[src/rtl/switch_debouncer_pkg.sv]
// Shared types and default parameters for the switch debouncer.
// Optional feature macro: SWITCH_CHANGE_MASK_EN (adds CHANGED_MASK to the interface and core).
package switch_debouncer_pkg;

    typedef enum logic [0:0] {
        IDLE     = 1'b0,
        SETTLING = 1'b1
    } state_e;

    localparam int DEF_WIDTH           = 16;
    localparam int DEF_SYNC_STAGES     = 2;
    localparam int DEF_DEBOUNCE_CYCLES = 1_000_000;

    // Counter width that can hold DEBOUNCE_CYCLES-1, never narrower than one bit.
    function automatic int cnt_width(input int cycles);
        int w;
        w = $clog2(cycles);
        return (w < 1) ? 1 : w;
    endfunction

endpackage : switch_debouncer_pkg

[src/rtl/switch_debouncer_if.sv]
// Switch-word bundle between the raw pins / consumer and the debouncer core.
// Optional macro SWITCH_CHANGE_MASK_EN adds the CHANGED_MASK signal.
interface switch_debouncer_if
    import switch_debouncer_pkg::*;
#(
    parameter int WIDTH = DEF_WIDTH
);

    logic [WIDTH-1:0] SWITCHES_RAW;
    logic [WIDTH-1:0] SWITCHES_STABLE;
    logic             UPDATE_PULSE;
    logic             BUSY;
`ifdef SWITCH_CHANGE_MASK_EN
    logic [WIDTH-1:0] CHANGED_MASK;

    modport master (
        output SWITCHES_RAW,
        input  SWITCHES_STABLE,
        input  UPDATE_PULSE,
        input  BUSY,
        input  CHANGED_MASK
    );

    modport slave (
        input  SWITCHES_RAW,
        output SWITCHES_STABLE,
        output UPDATE_PULSE,
        output BUSY,
        output CHANGED_MASK
    );
`else
    modport master (
        output SWITCHES_RAW,
        input  SWITCHES_STABLE,
        input  UPDATE_PULSE,
        input  BUSY
    );

    modport slave (
        input  SWITCHES_RAW,
        output SWITCHES_STABLE,
        output UPDATE_PULSE,
        output BUSY
    );
`endif

endinterface : switch_debouncer_if

[src/rtl/switch_debouncer_sync_chain.sv]
// Per-bit multi-flop synchronizer bringing the raw switch pins into the CLK domain.
module sync_chain #(
    parameter int WIDTH       = 16,
    parameter int SYNC_STAGES = 2
) (
    input  logic             CLK,
    input  logic             RESET_N,
    input  logic [WIDTH-1:0] din,
    output logic [WIDTH-1:0] dout
);

    logic [WIDTH-1:0] stage_d [SYNC_STAGES];
    logic [WIDTH-1:0] stage_q [SYNC_STAGES];

    always_comb begin
        stage_d[0] = din;
        for (int i = 1; i < SYNC_STAGES; i++) begin
            stage_d[i] = stage_q[i-1];
        end
    end

    // NOTE: non-blocking assignments let every stage sample its predecessor's old value;
    // blocking ones would collapse the whole chain into a single flop.
    always_ff @(posedge CLK or negedge RESET_N) begin
        if (!RESET_N) begin
            for (int i = 0; i < SYNC_STAGES; i++) begin
                stage_q[i] <= '0;
            end
        end else begin
            for (int i = 0; i < SYNC_STAGES; i++) begin
                stage_q[i] <= stage_d[i];
            end
        end
    end

    assign dout = stage_q[SYNC_STAGES-1];

endmodule : sync_chain

[src/rtl/switch_debouncer.sv]
// Whole-word switch debouncer: synchronizes SWITCHES_RAW, commits a word once it has been
// steady for DEBOUNCE_CYCLES, and pulses UPDATE_PULSE on each change of the stable word.
// Optional macro SWITCH_CHANGE_MASK_EN adds a registered CHANGED_MASK (old XOR new word).
module switch_debouncer
    import switch_debouncer_pkg::*;
#(
    parameter int WIDTH           = DEF_WIDTH,
    parameter int SYNC_STAGES     = DEF_SYNC_STAGES,
    parameter int DEBOUNCE_CYCLES = DEF_DEBOUNCE_CYCLES
) (
    input  logic               CLK,
    input  logic               RESET_N,
    switch_debouncer_if.slave  sw
);

    localparam int              CNT_W       = cnt_width(DEBOUNCE_CYCLES);
    localparam logic [CNT_W-1:0] CNT_LAST   = CNT_W'(DEBOUNCE_CYCLES - 1);
    localparam logic [0:0]      ST_IDLE     = 1'(IDLE);
    localparam logic [0:0]      ST_SETTLING = 1'(SETTLING);

    logic [WIDTH-1:0] sync_q;

    logic [0:0]       state_d,     state_q;
    logic [WIDTH-1:0] candidate_d, candidate_q;
    logic [CNT_W-1:0] cnt_d,       cnt_q;
    logic [WIDTH-1:0] stable_d,    stable_q;
    logic             pulse_d,     pulse_q;
    logic             busy_d,      busy_q;
`ifdef SWITCH_CHANGE_MASK_EN
    logic [WIDTH-1:0] mask_d,      mask_q;
`endif

    sync_chain #(
        .WIDTH       (WIDTH),
        .SYNC_STAGES (SYNC_STAGES)
    ) u_sync_chain (
        .CLK     (CLK),
        .RESET_N (RESET_N),
        .din     (sw.SWITCHES_RAW),
        .dout    (sync_q)
    );

    // NOTE: every variable gets its hold value first so no branch can leave one unassigned
    // and infer a latch.
    always_comb begin
        state_d     = state_q;
        candidate_d = candidate_q;
        cnt_d       = cnt_q;
        stable_d    = stable_q;
        pulse_d     = 1'b0;
`ifdef SWITCH_CHANGE_MASK_EN
        mask_d      = mask_q;
`endif

        case (state_q)
            ST_IDLE: begin
                if (sync_q != stable_q) begin
                    candidate_d = sync_q;
                    cnt_d       = '0;
                    state_d     = ST_SETTLING;
                end
            end

            ST_SETTLING: begin
                // A bounce on any bit restarts the count, even on the terminal cycle.
                if (sync_q != candidate_q) begin
                    candidate_d = sync_q;
                    cnt_d       = '0;
                end else if (cnt_q == CNT_LAST) begin
                    if (candidate_q != stable_q) begin
                        stable_d = candidate_q;
                        pulse_d  = 1'b1;
`ifdef SWITCH_CHANGE_MASK_EN
                        mask_d   = stable_q ^ candidate_q;
`endif
                    end
                    state_d = ST_IDLE;
                end else begin
                    cnt_d = cnt_q + 1'b1;
                end
            end

            default: begin
                state_d = ST_IDLE;
            end
        endcase

        busy_d = (state_d == ST_SETTLING);
    end

    always_ff @(posedge CLK or negedge RESET_N) begin
        if (!RESET_N) begin
            state_q     <= ST_IDLE;
            candidate_q <= '0;
            cnt_q       <= '0;
            stable_q    <= '0;
            pulse_q     <= 1'b0;
            busy_q      <= 1'b0;
        end else begin
            state_q     <= state_d;
            candidate_q <= candidate_d;
            cnt_q       <= cnt_d;
            stable_q    <= stable_d;
            pulse_q     <= pulse_d;
            busy_q      <= busy_d;
        end
    end

`ifdef SWITCH_CHANGE_MASK_EN
    always_ff @(posedge CLK or negedge RESET_N) begin
        if (!RESET_N) begin
            mask_q <= '0;
        end else begin
            mask_q <= mask_d;
        end
    end

    assign sw.CHANGED_MASK = mask_q;
`endif

    assign sw.SWITCHES_STABLE = stable_q;
    assign sw.UPDATE_PULSE    = pulse_q;
    assign sw.BUSY            = busy_q;

endmodule : switch_debouncer
[src/flat_wrapper.sv]
// flat-port wrapper written by rule: the top's interface ports become plain ports
module switch_debouncer_flat import switch_debouncer_pkg::*;
#(
    parameter int WIDTH           = DEF_WIDTH,
    parameter int SYNC_STAGES     = DEF_SYNC_STAGES,
    parameter int DEBOUNCE_CYCLES = DEF_DEBOUNCE_CYCLES
)
  (CLK, RESET_N, sw_SWITCHES_RAW, sw_SWITCHES_STABLE, sw_UPDATE_PULSE, sw_BUSY);
  switch_debouncer_if #(.WIDTH(WIDTH)) sw_i ();
  input  logic CLK;
  input  logic RESET_N;
  input wire logic [$bits(sw_i.SWITCHES_RAW)-1:0] sw_SWITCHES_RAW;
  output wire logic [$bits(sw_i.SWITCHES_STABLE)-1:0] sw_SWITCHES_STABLE;
  output wire logic [$bits(sw_i.UPDATE_PULSE)-1:0] sw_UPDATE_PULSE;
  output wire logic [$bits(sw_i.BUSY)-1:0] sw_BUSY;
  assign sw_i.SWITCHES_RAW = sw_SWITCHES_RAW;
  assign sw_SWITCHES_STABLE = sw_i.SWITCHES_STABLE;
  assign sw_UPDATE_PULSE = sw_i.UPDATE_PULSE;
  assign sw_BUSY = sw_i.BUSY;
  switch_debouncer #(.WIDTH(WIDTH), .SYNC_STAGES(SYNC_STAGES), .DEBOUNCE_CYCLES(DEBOUNCE_CYCLES)) u_core (.CLK(CLK), .RESET_N(RESET_N), .sw(sw_i));
endmodule
[config.mk]
export PLATFORM = sky130hd
export DESIGN_NAME = switch_debouncer_flat
export DESIGN_NICKNAME = d
export VERILOG_FILES = /design/src/rtl/switch_debouncer_pkg.sv /design/src/rtl/switch_debouncer_if.sv /design/src/rtl/switch_debouncer_sync_chain.sv /design/src/rtl/switch_debouncer.sv /design/src/flat_wrapper.sv
export SDC_FILE = /design/constraint.sdc
export NUM_CORES = 1
export LEC_CHECK = 0
export CAP_MARGIN = 10
export CORE_UTILIZATION = 27
export CTS_CLUSTER_DIAMETER = 40
export DETAILED_ROUTE_END_ITERATION = 10
export PLACE_DENSITY = 0.42
export SLEW_MARGIN = 0
export SYNTH_ARGS = -nofsm -noshare
export SYNTH_HDL_FRONTEND = slang
export SYNTH_HIERARCHICAL = 1
export SYNTH_SLANG_ARGS = --single-unit
[constraint.sdc]
create_clock -name CLK -period 6.13 [get_ports CLK]
set_input_delay 1.226 -clock CLK [delete_from_list [all_inputs] [get_ports CLK]]
set_output_delay 1.226 -clock CLK [all_outputs]
set_load 0.02 [all_outputs]
==> results.py, run 1 <==
metrics = {
    "detailed_routing": {
        "wl_met3_um": 341,
        "totalWireLength_mm": 8.108,
        "detail_route.first_pass.iterations": 4,
        "drt_first_iter_violations": 155,
        "wl_met1_mm": 3.838,
        "postRouteAntennaNets": 0,
        "via_count": 2361,
        "routed_wire_length_per_instance_um": 15.39,
        "drt-vias-per-instance": 4.480,
        "dr_wl_met2_mm": 3.804,
        "topRoutingLayerUsed": "met4",
        "drc": 0,
    },
    "grt": {
        "grt_max_degree": 53,
        "global_route.overflow_total": 0,
        "number_of_global_route_vias_before_repair": 2506,
        "number_of_antenna_violations_at_the_first_check_in_global_routing": 0,
        "first_pass_grt_wire_length_mm": 13.87,
        "grtUsageTotal_pct": 12.91,
    },
    "timing": {
        "setup_viol": 0,
        "unrepaired_setup_endpoints_after_global_routing": "false",
        "timing.final.crit_period_ns": 3.120,
        "timing.max_slew.rel_slack_pct": 33.10,
        "min_period_over_period_pct": 50.90,
        "fin_tns_setup_ns": 0,
        "max_slew.worst_pin.slew_ns": 1.000,
        "final-hold-violation-count": 0,
        "maxSlewViolCount": 0,
        "final.setup_skew_ns": 0.007006,
        "fmaxAchievable_mhz": 320.5,
    },
    "cts": {
        "max-clock-path-buffers": 2,
        "htreeDepth": 3,
        "buffers_inserted_by_post_cts_timing_repair": 0,
        "clock_sinks": 86,
        "post_cts_resized": 0,
        "worst_skew_pair.late_latency_ns": 0.34,
        "cts_hold_buffers": 0,
        "worst_setup_hold_path_clk_slew_ns": 0.06,
        "tritoncts_buffers": 9,
        "root_buffer": "clkbuf_16",
        "tritoncts": "built",
    },
    "logic_synthesis": {
        "mappedNetlistNets": 324,
        "synth-seq-area-share_pct": 57.54,
        "number_of_warning_messages_in_the_yosys_log": 6,
        "synthDistinctLibCells": 38,
        "syn_area_um2": 3740,
        "syn-instance-count": 305,
        "synth_area_per_cell_um2": 12.26,
        "ff_latch_count_synth": 86,
    },
    "floorplan": {
        "start_util_pct": 27.91,
        "fp-row-count": 42,
        "fp.coreArea_um2": 13400,
        "die-width_um": 119.7,
        "pin_count": 36,
        "die_height_um": 119.7,
        "dieArea_um2": 14330,
    },
    "min_path": {
        "hold_path_startpoint": "u_core/u_sync_chain/stage_d[5]",
        "worstHoldPathType": "reg2reg",
        "whs_endpoint": "u_core/u_sync_chain/dout[5]",
        "holdPathStages": 0,
    },
    "layout": {
        "most-common-layout-cells": "dfrtp_1, xor2_1, clkdlybuf4s50_1, nand3_1, mux2_2",
        "fillers": 1371,
        "final_cell_area_um2": 4603,
        "instances_no_fill": 527,
        "nNetsFinal": 365,
        "post_route_cells_drive_above_1_share_pct": 12.82,
        "layout_area_growth_over_synthesis_pct": 23.08,
        "layout_commonest_cell": "dfrtp_1",
        "antenna_cells_inserted": 0,
    },
    "placement": {
        "gp_routability_congestion": 0.7627,
        "place.port_buffers": 35,
        "hpwl_mm": 5.614,
        "postPlaceCellArea_um2": 4293,
        "placed_cells_incl_taps": 511,
    },
    "setup_path": {
        "wp_data_arrival_ns": 3.34,
        "timing.critical_path.to_type": "flop",
        "regToRegSetupSlack_ns": 3.01,
        "critPathMaxFanout": 25,
        "worstSetupStartpointType": "flop",
        "reg2reg_from": "u_core/sw.SWITCHES_STABLE[1]",
        "timing.setup.critical_path_class": "reg2reg",
        "worstRegToRegCells": 6,
        "worst_ep_required_time_ns": 6.35,
        "critical_path.reg2reg.endpoint": "u_core/candidate_q[12]",
    },
    "power_and_ir_drop": {
        "total_leakage_power_nw": 2.031,
        "power_density_over_the_cells_nw_per_um2": 263.3,
        "power.ir.vdd_worst_mv": 0.1542,
        "design_power_total_w": 0.001212,
    },
    "job": {
        "drv.max_cap_violation_count": 0,
    },
    "outcome": {
        "run_status": "finished, final reports clean",
    },
}
[cells by family after synthesis]
kind of cell             synth area share [%]
adder cells (fa/ha/maj)                0.3345
flip-flops                              57.54
multiplexers                            10.44
XOR/XNOR                                11.24
buffers and inverters                   1.371
AND/OR/NAND/NOR                         14.92
AO/OA/AOI/OAI                           4.149
[layout make-up]
type / count / area (µm²) / area share (%)
Tap cell: 176 / 220.2 / 4.784
Timing Repair Buffer: 37 / 362.8 / 7.883
Clock inverter: 4 / 53.80 / 1.169
Multi-Input combinational cell: 208 / 1543 / 33.51
Sequential cell: 86 / 2152 / 46.75
Clock buffer: 12 / 256.5 / 5.572
Inverter: 4 / 15.01 / 0.3262
[sequential cells by signal (all words and copies together), names as in the netlist]
name / count
u_core/sw.UPDATE_PULSE: 1
u_core/cnt_q: 20
u_core/u_sync_chain/stage_d: 16
u_core/candidate_q: 16
u_core/sw.BUSY: 1
u_core/u_sync_chain/dout: 16
u_core/sw.SWITCHES_STABLE: 16
[critical path, stage by stage (launching register included)]
cell and delay [ns]:
dfrtp_1 0.43, xor2_1 0.17, nor4_1 0.34, nand4_1 0.21, nor3_4 0.80, nand2b_1 0.65
mux2_2 0.40
[report_power, final]
group / leakage (nW) / switching, W / internal (W) / total [W]
combinational: 0.800 / 0.0000260 / 0.0000239 / 0.0000499
clock: 0.145 / 0.000224 / 0.000340 / 0.000564
sequential: 1.09 / 0.0000149 / 0.000584 / 0.000599
total: 2.03 / 0.000265 / 0.000947 / 0.00121
[cells in the mapped netlist]
cell	n	area, µm²
dfrtp_1	86	2152
xor2_1	47	411.6
mux2_2	20	225.2
nand3_1	20	100.1
nand2_1	17	63.81
mux2_1	12	135.1
nor3_1	12	60.06
nor2_1	10	37.54
nor4_1	8	50.05
or3_1	8	50.05
a21o_1	6	45.04
a21oi_1	6	30.03
and3_1	6	37.54
nand4_1	6	37.54
buf_2	5	25.02
inv_1	4	15.01
o21ai_0	4	20.02
mux2i_1	3	30.03
nor4_2	3	37.54
a211o_1	2	17.52
nor3_2	2	20.02
o21bai_1	2	15.01
and4_1	1	8.760
buf_4	1	7.510
clkbuf_1	1	3.750
ha_1	1	12.51
nand2b_1	1	6.260
nand3_2	1	10.01
nand4b_1	1	8.760
nor4bb_1	1	10.01
o211ai_1	1	7.510
o21ai_1	1	5.000
o22ai_1	1	6.260
o32ai_1	1	8.760
or2_1	1	6.260
or2_2	1	6.260
or4_1	1	7.510
xnor2_1	1	8.760
[worst max path at each step]
stage / from / end / slack, ns / depth (start not counted)
final: u_core/sw.SWITCHES_STABLE[1] / u_core/candidate_q[12] / 3.01 / 6
after global routing: u_core/u_sync_chain/dout[7] / u_core/candidate_q[15] / 2.75 / 6
after CTS: u_core/u_sync_chain/dout[9] / u_core/candidate_q[12] / 2.92 / 6
after detailed placement: u_core/u_sync_chain/dout[9] / u_core/candidate_q[15] / 2.95 / 6
after global placement: u_core/sw.SWITCHES_STABLE[11] / u_core/candidate_q[13] / 2.89 / 6
after floorplan: u_core/cnt_q[0] / u_core/sw.SWITCHES_STABLE[10] / 4.03 / 7
[stage by stage]
stage	worst slack, ns	hold WS [ns]	utilization (%)
2_1_floorplan	4.031	0.3312	-
3_3_place_gp	2.886	0.3336	32.04
3_5_place_dp	2.949	0.3347	32.04
4_1_cts	2.922	0.3472	34.35
5_1_grt	2.749	0.3577	34.35
6_report	3.010	0.3452	34.35
[per-layer routing]
layer  up-vias  track usage, %
li1       1161               -
met1      1150           17.20
met2        43           19.40
met3         7           4.040
met4         0           5.156
met5         -               0
(Power assumes the default switching activity.)
==> run 2, diff against run 1 <==
Settings changed: PLACE_DENSITY 0.42 to 0.43.
Clock period 6.13 ns to 2.7 ns, I/O delays scaled along.
==> run 2 against run 1 <==
  * Total power grew 130%
  * Fmax grew 35%
  * Clock skew grew 0.0023 ns
  * Critical path type unchanged
  * Worst hold slack lost 0.28 ns
  * Clock-buffer cell count is the same
  * Sequential power grew 130%
==> results.py, run 2 (same netlist as run 1, synthesis figures left out) <==
metrics = {
    "outcome": {
        "run_status": "finished, final reports clean",
    },
    "layout": {
        "layout_commonest_cell": "dfrtp_1",
        "antenna_cells_inserted": 0,
        "post_route_cells_drive_above_1_share_pct": 13.76,
        "most-common-layout-cells": "dfrtp_1, xor2_1, clkdlybuf4s50_1, nand3_1, mux2_2",
        "nNetsFinal": 370,
        "layout_area_growth_over_synthesis_pct": 24.39,
        "top_register": "u_core/cnt_q",
        "largest_register_ff_count": 20,
    },
    "cts": {
        "cts_hold_buffers": 0,
        "worst_skew_pair.late_latency_ns": 0.34,
        "post_cts_resized": 0,
        "tritoncts": "built",
        "htreeDepth": 3,
        "max-clock-path-buffers": 2,
        "clock_sinks": 86,
        "worst_setup_hold_path_clk_slew_ns": 0.07,
        "tritoncts_buffers": 9,
        "buffers_inserted_by_post_cts_timing_repair": 0,
        "root_buffer": "clkbuf_16",
    },
    "setup_path": {
        "cpPeakStageDelay_ns": 0.44,
        "timing.critical_path.cells": "ha_1 > nand3_1 > or3_1 > nor3_1 > nand3_2 > buf_4 > mux2_1",
        "worstSetupStartpointType": "flop",
        "timing.setup.critical_path_class": "reg2reg",
        "critPathSlowestCell": "or3_1",
        "timing.critical_path.to_type": "flop",
        "critPathMaxFanout": 16,
        "worst_ep_required_time_ns": 2.92,
        "wp_data_arrival_ns": 2.54,
    },
    "detailed_routing": {
        "via_count": 2450,
        "detail_route.first_pass.iterations": 4,
        "drt_first_iter_violations": 101,
        "drt-vias-per-instance": 4.605,
        "routed_wire_length_per_instance_um": 15.36,
        "drc": 0,
        "totalWireLength_mm": 8.171,
        "postRouteAntennaNets": 0,
    },
    "floorplan": {
        "start_util_pct": 27.91,
        "fp-row-count": 42,
        "pin_count": 36,
        "dieArea_um2": 14330,
        "die-width_um": 119.7,
        "fp.coreArea_um2": 13400,
        "die_height_um": 119.7,
    },
    "power_and_ir_drop": {
        "switching_power_w": 0.0006098,
        "share_comb_of_total_power_pct": 4.2,
        "seq_power_share_pct": 49.5,
        "power_frac_clock_pct": 46.2,
        "power_report.internal_total_w": 0.002129,
        "power.ir.vdd_worst_mv": 0.3496,
        "total_leakage_power_nw": 2.055,
        "power_density_over_the_cells_nw_per_um2": 588.8,
        "power_switching_share_pct": 22.26,
    },
    "timing": {
        "fmaxAchievable_mhz": 432.8,
        "unrepaired_setup_endpoints_after_global_routing": "false",
        "final.setup_skew_ns": 0.009349,
        "setup_viol": 0,
        "max_slew.worst_pin.slew_ns": 0.3961,
        "fin_tns_setup_ns": 0,
        "hold_ws_ns": 0.06517,
        "timing.final.crit_period_ns": 2.311,
        "min_period_over_period_pct": 85.58,
        "timing.max_slew.rel_slack_pct": 73.35,
        "final-hold-violation-count": 0,
        "maxSlewViolCount": 0,
    },
    "placement": {
        "gp_routability_congestion": 0.7813,
        "hpwl_mm": 5.487,
        "place.port_buffers": 35,
    },
    "grt": {
        "number_of_global_route_vias_before_repair": 2509,
        "number_of_antenna_violations_at_the_first_check_in_global_routing": 0,
        "first_pass_grt_wire_length_mm": 13.72,
        "grt_max_degree": 71,
        "global_route.overflow_total": 0,
        "grtUsageTotal_pct": 12.70,
    },
    "min_path": {
        "worstHoldPathType": "in2async",
    },
    "job": {
        "drv.max_cap_violation_count": 0,
    },
}
[run 2: per-layer routing]
layer / vias to the layer above / wire, µm / global-route usage, %
met3: 11 / 204 / 2.899
met5: - / 0 / 0
met1: 1233 / 4015 / 17.40
met4: 0 / 175 / 6.094
li1: 1175 / - / -
met2: 31 / 3775 / 18.86
[run 2: worst max-delay path, delay by kind of cell (launching register included)]
kind	cells	cell delay, ns
fa+ha+maj	1	0.22
buf+inv	1	0.24
simple gates	4	1.00
mux	1	0.35
flops	1	0.39
[run 2: worst paths after layout]
kind	start	to	slack [ns]	cells past startpoint
hold / removal	RESET_N	u_core/cnt_q[11]	0.07	1
min in group CLK	u_core/u_sync_chain/stage_d[7]	u_core/u_sync_chain/dout[7]	0.35	0
max in group asynchronous	RESET_N	u_core/sw.SWITCHES_STABLE[12]	1.98	2
setup reg to reg	u_core/cnt_q[0]	u_core/sw.SWITCHES_STABLE[11]	0.39	7
hold reg to reg	u_core/u_sync_chain/stage_d[7]	u_core/u_sync_chain/dout[7]	0.35	0
setup / recovery	u_core/cnt_q[0]	u_core/sw.SWITCHES_STABLE[11]	0.39	7
[run 2: stage by stage]
| step | setup WS, ns | power (W) | area, µm² | instances | util [%] |
|---|---|---|---|---|---|
| 2_1_floorplan | 0.6013 | 0.001425 | 3740 | 305 | - |
| 3_3_place_gp | 0.3898 | 0.001501 | 4349 | 516 | 32.46 |
| 3_5_place_dp | 0.3877 | 0.001503 | 4349 | 516 | 32.46 |
| 4_1_cts | 0.3701 | 0.002788 | 4652 | 532 | 34.72 |
| 5_1_grt | 0.2502 | 0.002858 | 4652 | 532 | 34.72 |
| 6_report | 0.3892 | 0.002739 | 4652 | 532 | 34.72 |
[run 2: power groups by stage]
| stage | sequential (W) | clock, W | combinational (W) |
|---|---|---|---|
| after floorplan | 0.00137 | 0 | 0.0000512 |
| after global placement | 0.00138 | 0 | 0.000121 |
| after detailed placement | 0.00138 | 0 | 0.000121 |
| after CTS | 0.00136 | 0.00131 | 0.000121 |
| after global routing | 0.00136 | 0.00137 | 0.000130 |
| final | 0.00136 | 0.00127 | 0.000116 |
[run 2: area by class of cell]
type                    count  area [µm²]
multi-input cells         208        1536
well taps                 176       220.2
inverters                   4       15.01
clock buffers              12       246.5
flip-flops and latches     86        2152
repair buffers             42       425.4
clock inverters             4       56.30
fillers                  1364        8748
==> run 3, diff against run 2 <==
Settings changed: CTS_CLUSTER_SIZE from default to 10.
==> results of run 3 <==
No change in the layout: final DEF, timing and power equal those of run 2.
